## src/rtl/vga_pkg.sv

```systemverilog
// Shared VGA raster constants: default 640x480@60 timing and the coordinate width
// used by the timing generator and every overlay renderer.
package vga_pkg;

  localparam int unsigned CoordW = 13;
  typedef logic [CoordW-1:0] coord_t;

  localparam int unsigned HSync   = 96;
  localparam int unsigned HBack   = 48;
  localparam int unsigned HActive = 640;
  localparam int unsigned HFront  = 16;

  localparam int unsigned VSync   = 2;
  localparam int unsigned VBack   = 33;
  localparam int unsigned VActive = 480;
  localparam int unsigned VFront  = 10;

  localparam int unsigned HTotal    = HSync + HBack + HActive + HFront;
  localparam int unsigned VTotal    = VSync + VBack + VActive + VFront;
  localparam int unsigned HActStart = HSync + HBack;
  localparam int unsigned VActStart = VSync + VBack;

endpackage

```

## src/rtl/vga_axis_counter.sv

```systemverilog
// One raster axis: wrapping position counter with registered sync, plus next-state
// active-window flag and in-window offset for the parent to register.
module vga_axis_counter
  import vga_pkg::*;
#(
  parameter int unsigned Sync     = HSync,
  parameter int unsigned ActStart = HActStart,
  parameter int unsigned Active   = HActive,
  parameter int unsigned Total    = HTotal,
  parameter bit          SyncPol  = 1'b0
) (
  input  logic   clk_i,
  input  logic   rst_ni,
  input  logic   en_i,
  output coord_t cnt_o,
  output logic   wrap_o,
  output logic   sync_o,
  output logic   act_d_o,
  output coord_t pos_d_o
);

  localparam coord_t LastC     = coord_t'(Total - 1);
  localparam coord_t SyncEndC  = coord_t'(Sync);
  localparam coord_t ActStartC = coord_t'(ActStart);
  localparam coord_t ActEndC   = coord_t'(ActStart + Active);

  coord_t cnt_q, cnt_d;
  logic   sync_q, sync_d;

  // Decode from cnt_d so registered sync/window outputs line up with the counter.
  always_comb begin
    wrap_o = en_i && (cnt_q == LastC);
    cnt_d  = cnt_q;
    if (en_i) begin
      cnt_d = wrap_o ? '0 : cnt_q + coord_t'(1);
    end
    sync_d  = (cnt_d < SyncEndC) ? SyncPol : ~SyncPol;
    act_d_o = (cnt_d >= ActStartC) && (cnt_d < ActEndC);
    pos_d_o = act_d_o ? cnt_d - ActStartC : '0;
  end

  always_ff @(posedge clk_i or negedge rst_ni) begin
    if (!rst_ni) begin
      cnt_q  <= '0;
      sync_q <= SyncPol;
    end else begin
      cnt_q  <= cnt_d;
      sync_q <= sync_d;
    end
  end

  assign cnt_o  = cnt_q;
  assign sync_o = sync_q;

endmodule

```

## src/rtl/vga_timing_gen.sv

```systemverilog
// VGA raster timing: horizontal/vertical counters, syncs, blanking, active-area
// coordinates and line/frame start pulses, all registered and mutually aligned.
module vga_timing_gen
  import vga_pkg::*;
#(
  parameter int unsigned H_SYNC   = HSync,
  parameter int unsigned H_BACK   = HBack,
  parameter int unsigned H_ACTIVE = HActive,
  parameter int unsigned H_FRONT  = HFront,
  parameter int unsigned V_SYNC   = VSync,
  parameter int unsigned V_BACK   = VBack,
  parameter int unsigned V_ACTIVE = VActive,
  parameter int unsigned V_FRONT  = VFront,
  parameter bit          SYNC_POL = 1'b0
) (
  input  logic              i_clk,
  input  logic              i_rst_n,
  input  logic              i_pix_en,
  output logic [CoordW-1:0] o_H_Cont,
  output logic [CoordW-1:0] o_V_Cont,
  output logic [CoordW-1:0] o_x,
  output logic [CoordW-1:0] o_y,
  output logic              o_hsync,
  output logic              o_vsync,
  output logic              o_blank_n,
  output logic              o_line_start,
  output logic              o_frame_start
);

  localparam int unsigned HTot = H_SYNC + H_BACK + H_ACTIVE + H_FRONT;
  localparam int unsigned VTot = V_SYNC + V_BACK + V_ACTIVE + V_FRONT;

  logic   h_wrap, v_wrap, h_act_d, v_act_d;
  coord_t h_pos_d, v_pos_d;

  logic   blank_n_q, blank_n_d;
  coord_t x_q, x_d, y_q, y_d;
  logic   line_q, line_d, frame_q, frame_d;

  vga_axis_counter #(
    .Sync     (H_SYNC),
    .ActStart (H_SYNC + H_BACK),
    .Active   (H_ACTIVE),
    .Total    (HTot),
    .SyncPol  (SYNC_POL)
  ) u_h (
    .clk_i   (i_clk),
    .rst_ni  (i_rst_n),
    .en_i    (i_pix_en),
    .cnt_o   (o_H_Cont),
    .wrap_o  (h_wrap),
    .sync_o  (o_hsync),
    .act_d_o (h_act_d),
    .pos_d_o (h_pos_d)
  );

  // The vertical axis steps once per horizontal wrap, so vsync edges land on H=0.
  vga_axis_counter #(
    .Sync     (V_SYNC),
    .ActStart (V_SYNC + V_BACK),
    .Active   (V_ACTIVE),
    .Total    (VTot),
    .SyncPol  (SYNC_POL)
  ) u_v (
    .clk_i   (i_clk),
    .rst_ni  (i_rst_n),
    .en_i    (h_wrap),
    .cnt_o   (o_V_Cont),
    .wrap_o  (v_wrap),
    .sync_o  (o_vsync),
    .act_d_o (v_act_d),
    .pos_d_o (v_pos_d)
  );

  always_comb begin
    blank_n_d = h_act_d && v_act_d;
    x_d       = blank_n_d ? h_pos_d : '0;
    y_d       = blank_n_d ? v_pos_d : '0;
    line_d    = h_wrap;
    frame_d   = v_wrap;
  end

  always_ff @(posedge i_clk or negedge i_rst_n) begin
    if (!i_rst_n) begin
      blank_n_q <= 1'b0;
      x_q       <= '0;
      y_q       <= '0;
      line_q    <= 1'b0;
      frame_q   <= 1'b0;
    end else begin
      blank_n_q <= blank_n_d;
      x_q       <= x_d;
      y_q       <= y_d;
      line_q    <= line_d;
      frame_q   <= frame_d;
    end
  end

  assign o_blank_n     = blank_n_q;
  assign o_x           = x_q;
  assign o_y           = y_q;
  assign o_line_start  = line_q;
  assign o_frame_start = frame_q;

endmodule

```

## config.mk

```make
export PLATFORM = sky130hd
export DESIGN_NAME = vga_timing_gen
export DESIGN_NICKNAME = d
export VERILOG_FILES = /design/src/rtl/vga_pkg.sv /design/src/rtl/vga_axis_counter.sv /design/src/rtl/vga_timing_gen.sv
export SDC_FILE = /design/constraint.sdc
export NUM_CORES = 1
export LEC_CHECK = 0
export BUFFER_PORTS_ARGS = -buffer_cell sky130_fd_sc_hd__buf_2
export CELL_PAD_IN_SITES_DETAIL_PLACEMENT = 1
export CELL_PAD_IN_SITES_GLOBAL_PLACEMENT = 1
export CORE_ASPECT_RATIO = 1.25
export CORE_UTILIZATION = 38
export DETAILED_ROUTE_END_ITERATION = 10
export GPL_TIMING_DRIVEN = 1
export PLACE_DENSITY_LB_ADDON = 0.1
export SYNTH_ARGS = -nofsm -noshare
export SYNTH_HDL_FRONTEND = slang
export SYNTH_SLANG_ARGS = --single-unit
```

## constraint.sdc

```tcl
create_clock -name i_clk -period 2.7 [get_ports i_clk]
set_input_delay 0.27 -clock i_clk [delete_from_list [all_inputs] [get_ports i_clk]]
set_output_delay 0.27 -clock i_clk [all_outputs]
set_load 0.05 [all_outputs]
```

==> summary.md <==
| Metric | Value |
|---|---|
| Fin crit period | 2.92 ns |
| GRT Residual Overflow | 0 |
| R2R Setup Slk | -0.22 ns |
| Largest net degree at the start of global routing | 29 |
| Initial core utilization | 0.398 |
| FP Rows | 36 |
| Number of synthesized flops with an enable pin | 0 |
| Worst-path fanout max | 17 |
| Min-delay worst type | input port to register |
| FMAX | 343 MHz |
| Synth top area share | 0.452 |
| Slew HR | 0.528 |
| Syn nets | 326 |
| Leak Pwr | ~2.3 nW |
| First-pass GRT wire length | 17.9 mm |
| RSZ-0062 raised after global routing | true |
| Clk_skew | about 0.010 ns |
| Clk_lat worst skew | roughly 0.34 ns |
| DRT iter0 DRCs | 139 |
| Initial antenna violation count | 0 |
| DPL Wire Length | 8.62 mm |
| Root Driver | clkbuf_8 |
| Final period util | 1.08 |
| Synth top area cells | dfrtp_1 45%, xnor2_1 4.7%, nor3_1 4.3% |
| Power Density | 510 nW/um^2 |
| Routed vias/inst | 5.34 |
| Ports | 60 |
| DR vias | roughly 3.1k |
| Worst-Margin Slew | approximately 0.71 ns |
| Synth warnings | 0 |
| Synth unique cells | 63 |
| TritonCTS buffer count | 9 |
| FFs w/ async S/R, synth | 1.00 |
| Total wire length | 10.9 mm |
| Setup CP Type | register to register |
| Global placement routability congestion | approximately 0.92 |
| Antenna Violating Nets Remaining | 0 |
| Outcome | finished with violations |
| Gr usage total | 0.268 |
| Die Width | ~84 um |
| Syn_area_per_cell | 9.96 um^2 |
| Post-synthesis register bit count | 57 |
| Detailed-route DRC error count | 0 |
| Final number of max-transition violations | 0 |
| Worst path required time | 2.92 ns |
| Die ar. | 8680 um^2 |
| Power after layout | 2.39 mW |
| Port bufs | just under 60 |
| Violations in the final reports | negative setup slack |
| Max Cap Violations | 0 |
| Sequential share of the synthesized area | 0.452 |
| Final Hold Viols | 0 |
| Chip Height | 104 um |
| Dpl ws | -0.292 ns |
| Core area | 7930 um^2 |
| Antenna diodes | 0 |
| Layout cells sized above 1 | 0.487 |
| Gate Count Post-Synth | 317 |
| Data arrival, critical path | 3.14 ns |
| CTS tree | done |
| Layout filler cell count | 933 |
| Number of nets in the layout | 489 |
| Dominant cell type by area after synthesis | dfrtp_1 |
| Critical path capture point type | register |
| Top-count cell post-synth | dfrtp_1 |
| Synth Cell Area | between 3000 and 4000 um^2 |
| Vias in the first global route | 3466 |
| Routed wire per std cell | around 19 um |
| H-tree levels | 3 |
| Clk sink count | 57 |
| # setup viols final | 27 |
| Clk buf depth | 2 |
| Crit path launch type | register |
| Final WS setup | -0.217 ns |
| Peak supply drop | 0.380 mV |
| Top FF cell, synth | dfrtp_1 |
| Reg clk slew, reported paths | 0.06 ns |
| Top cells by count, synth | 57 x dfrtp_1, 27 x nor3_1, 21 x nand2_1 |
| Final core utilization | 0.592 |
| Area grow syn2layout | 48.7% |
| DR pass1 iterations | 4 |
area by class of cell:
type | instances | area (um^2) | area share
clock buffers | 11 | 141 | 0.0301
clock inverters | 5 | 55.1 | 0.0117
inverters | 20 | 76.3 | 0.0163
multi-input cells | 225 | 1710 | 0.363
flip-flops and latches | 57 | 1440 | 0.308
well taps | 95 | 119 | 0.0253
repair buffers | 167 | 1150 | 0.246
report_power, final:
part	leakage [nW]	total [mW]	internal, mW	switching [mW]
sequential	0.743	0.947	0.898	0.0484
combinational	1.47	0.640	0.245	0.395
clock	0.0953	0.805	0.448	0.357
through the flow:
stage          hold slack, ns  TNS, ns  std cells  cell area [um^2]
2_1_floorplan         -0.0256    -7.72        317              3240
3_3_place_gp            0.358    -4.02        558              4320
3_5_place_dp            0.359    -5.63        558              4320
4_1_cts                 0.457    -5.25        578              4620
5_1_grt                 0.471    -7.61        580              4690
6_report                0.469    -5.39        580              4690
placed cells by master, fill, tap and decap left out, types with 3 or more instances in the layout:
cell type | netlist | final
a21oi_1 | 13 | 12
and4_1 | 4 | 4
buf_12 | 0 | 3
buf_2 | 3 | 59
buf_4 | 0 | 102
clkbuf_8 | 0 | 10
clkinv_2 | 1 | 3
dfrtp_1 | 57 | 43
dfrtp_2 | 0 | 14
ha_1 | 6 | 5
inv_1 | 18 | 16
inv_2 | 1 | 3
nand2_1 | 21 | 20
nand2b_1 | 4 | 4
nand3_1 | 11 | 11
nand4_1 | 14 | 14
nor2_1 | 13 | 13
nor3_1 | 27 | 21
nor3_2 | 2 | 7
nor3b_1 | 4 | 3
nor4_2 | 0 | 4
o211a_1 | 3 | 3
o21ai_0 | 15 | 9
o21ai_1 | 0 | 6
o31ai_1 | 4 | 4
or3_1 | 4 | 4
or4_1 | 4 | 4
xnor2_1 | 17 | 16
xor2_1 | 8 | 8
sequential cells by signal (all words and copies together) (netlist names):
register       flops
u_h.cnt_o         13
u_v.sync_o         1
u_h.sync_o         1
u_v.cnt_o         13
o_blank_n          1
o_line_start       1
o_y               13
o_frame_start      1
o_x               13
kinds of logic after synthesis:
| family | count (synthesis) | synth area share |
|---|---|---|
| xor gates and xnor gates | 25 | 0.0694 |
| adders and majority gates | 6 | 0.0238 |
| DFF | 57 | 0.452 |
| and+or+nand+nor | 134 | 0.254 |
| AOI/OAI and AO/OA | 57 | 0.133 |
| buffers and inverters | 35 | 0.0567 |
| muxes | 3 | 0.0111 |
path summary, 6_finish.rpt:
kind	from	to	cells after the start
max reg2reg	u_h.cnt_o[10]$_DFF_PN0_	o_x[11]$_DFF_PN0_	8
max	u_h.cnt_o[10]$_DFF_PN0_	o_x[11]$_DFF_PN0_	8
max in group asynchronous	i_rst_n	u_h.cnt_o[9]$_DFF_PN0_	3
min in group asynchronous	i_rst_n	u_v.cnt_o[9]$_DFF_PN0_	2
min	i_pix_en	u_h.cnt_o[1]$_DFF_PN0_	4
min reg2reg	u_v.cnt_o[12]$_DFF_PN0_	u_v.cnt_o[12]$_DFF_PN0_	2
worst max-delay path: stages, from the launching register on:
cell       delay [ns]
dfrtp_2          0.40
or4_4            0.57
or4_4            0.60
mux2_4           0.35
o2bb2ai_4        0.21
nor4b_4          0.08
a311oi_4         0.33
buf_12           0.20
nor3_1           0.06
per-layer routing:
layer | routed length [um] | GRT usage | up-vias | share of wire
met1 | 4070 | 0.278 | 1518 | 0.37
met4 | 408 | 0.116 | 0 | 0.037
met2 | 6130 | 0.511 | 67 | 0.56
met5 | 0 | 0 | - | 0
li1 | - | - | 1485 | -
met3 | 330 | 0.0587 | 30 | 0.030
what timing repair did:
item                                    4_1_cts  5_1_grt
endpoints found under the hold margin        26        0
pin swaps                                     3        8
buffers inserted                              3        2
gates cloned                                  0        0
gates resized for setup                      17       13
hold buffers                                  1        0
endpoints found under the setup margin       28       28
Power figures use the tool's default switching activity.
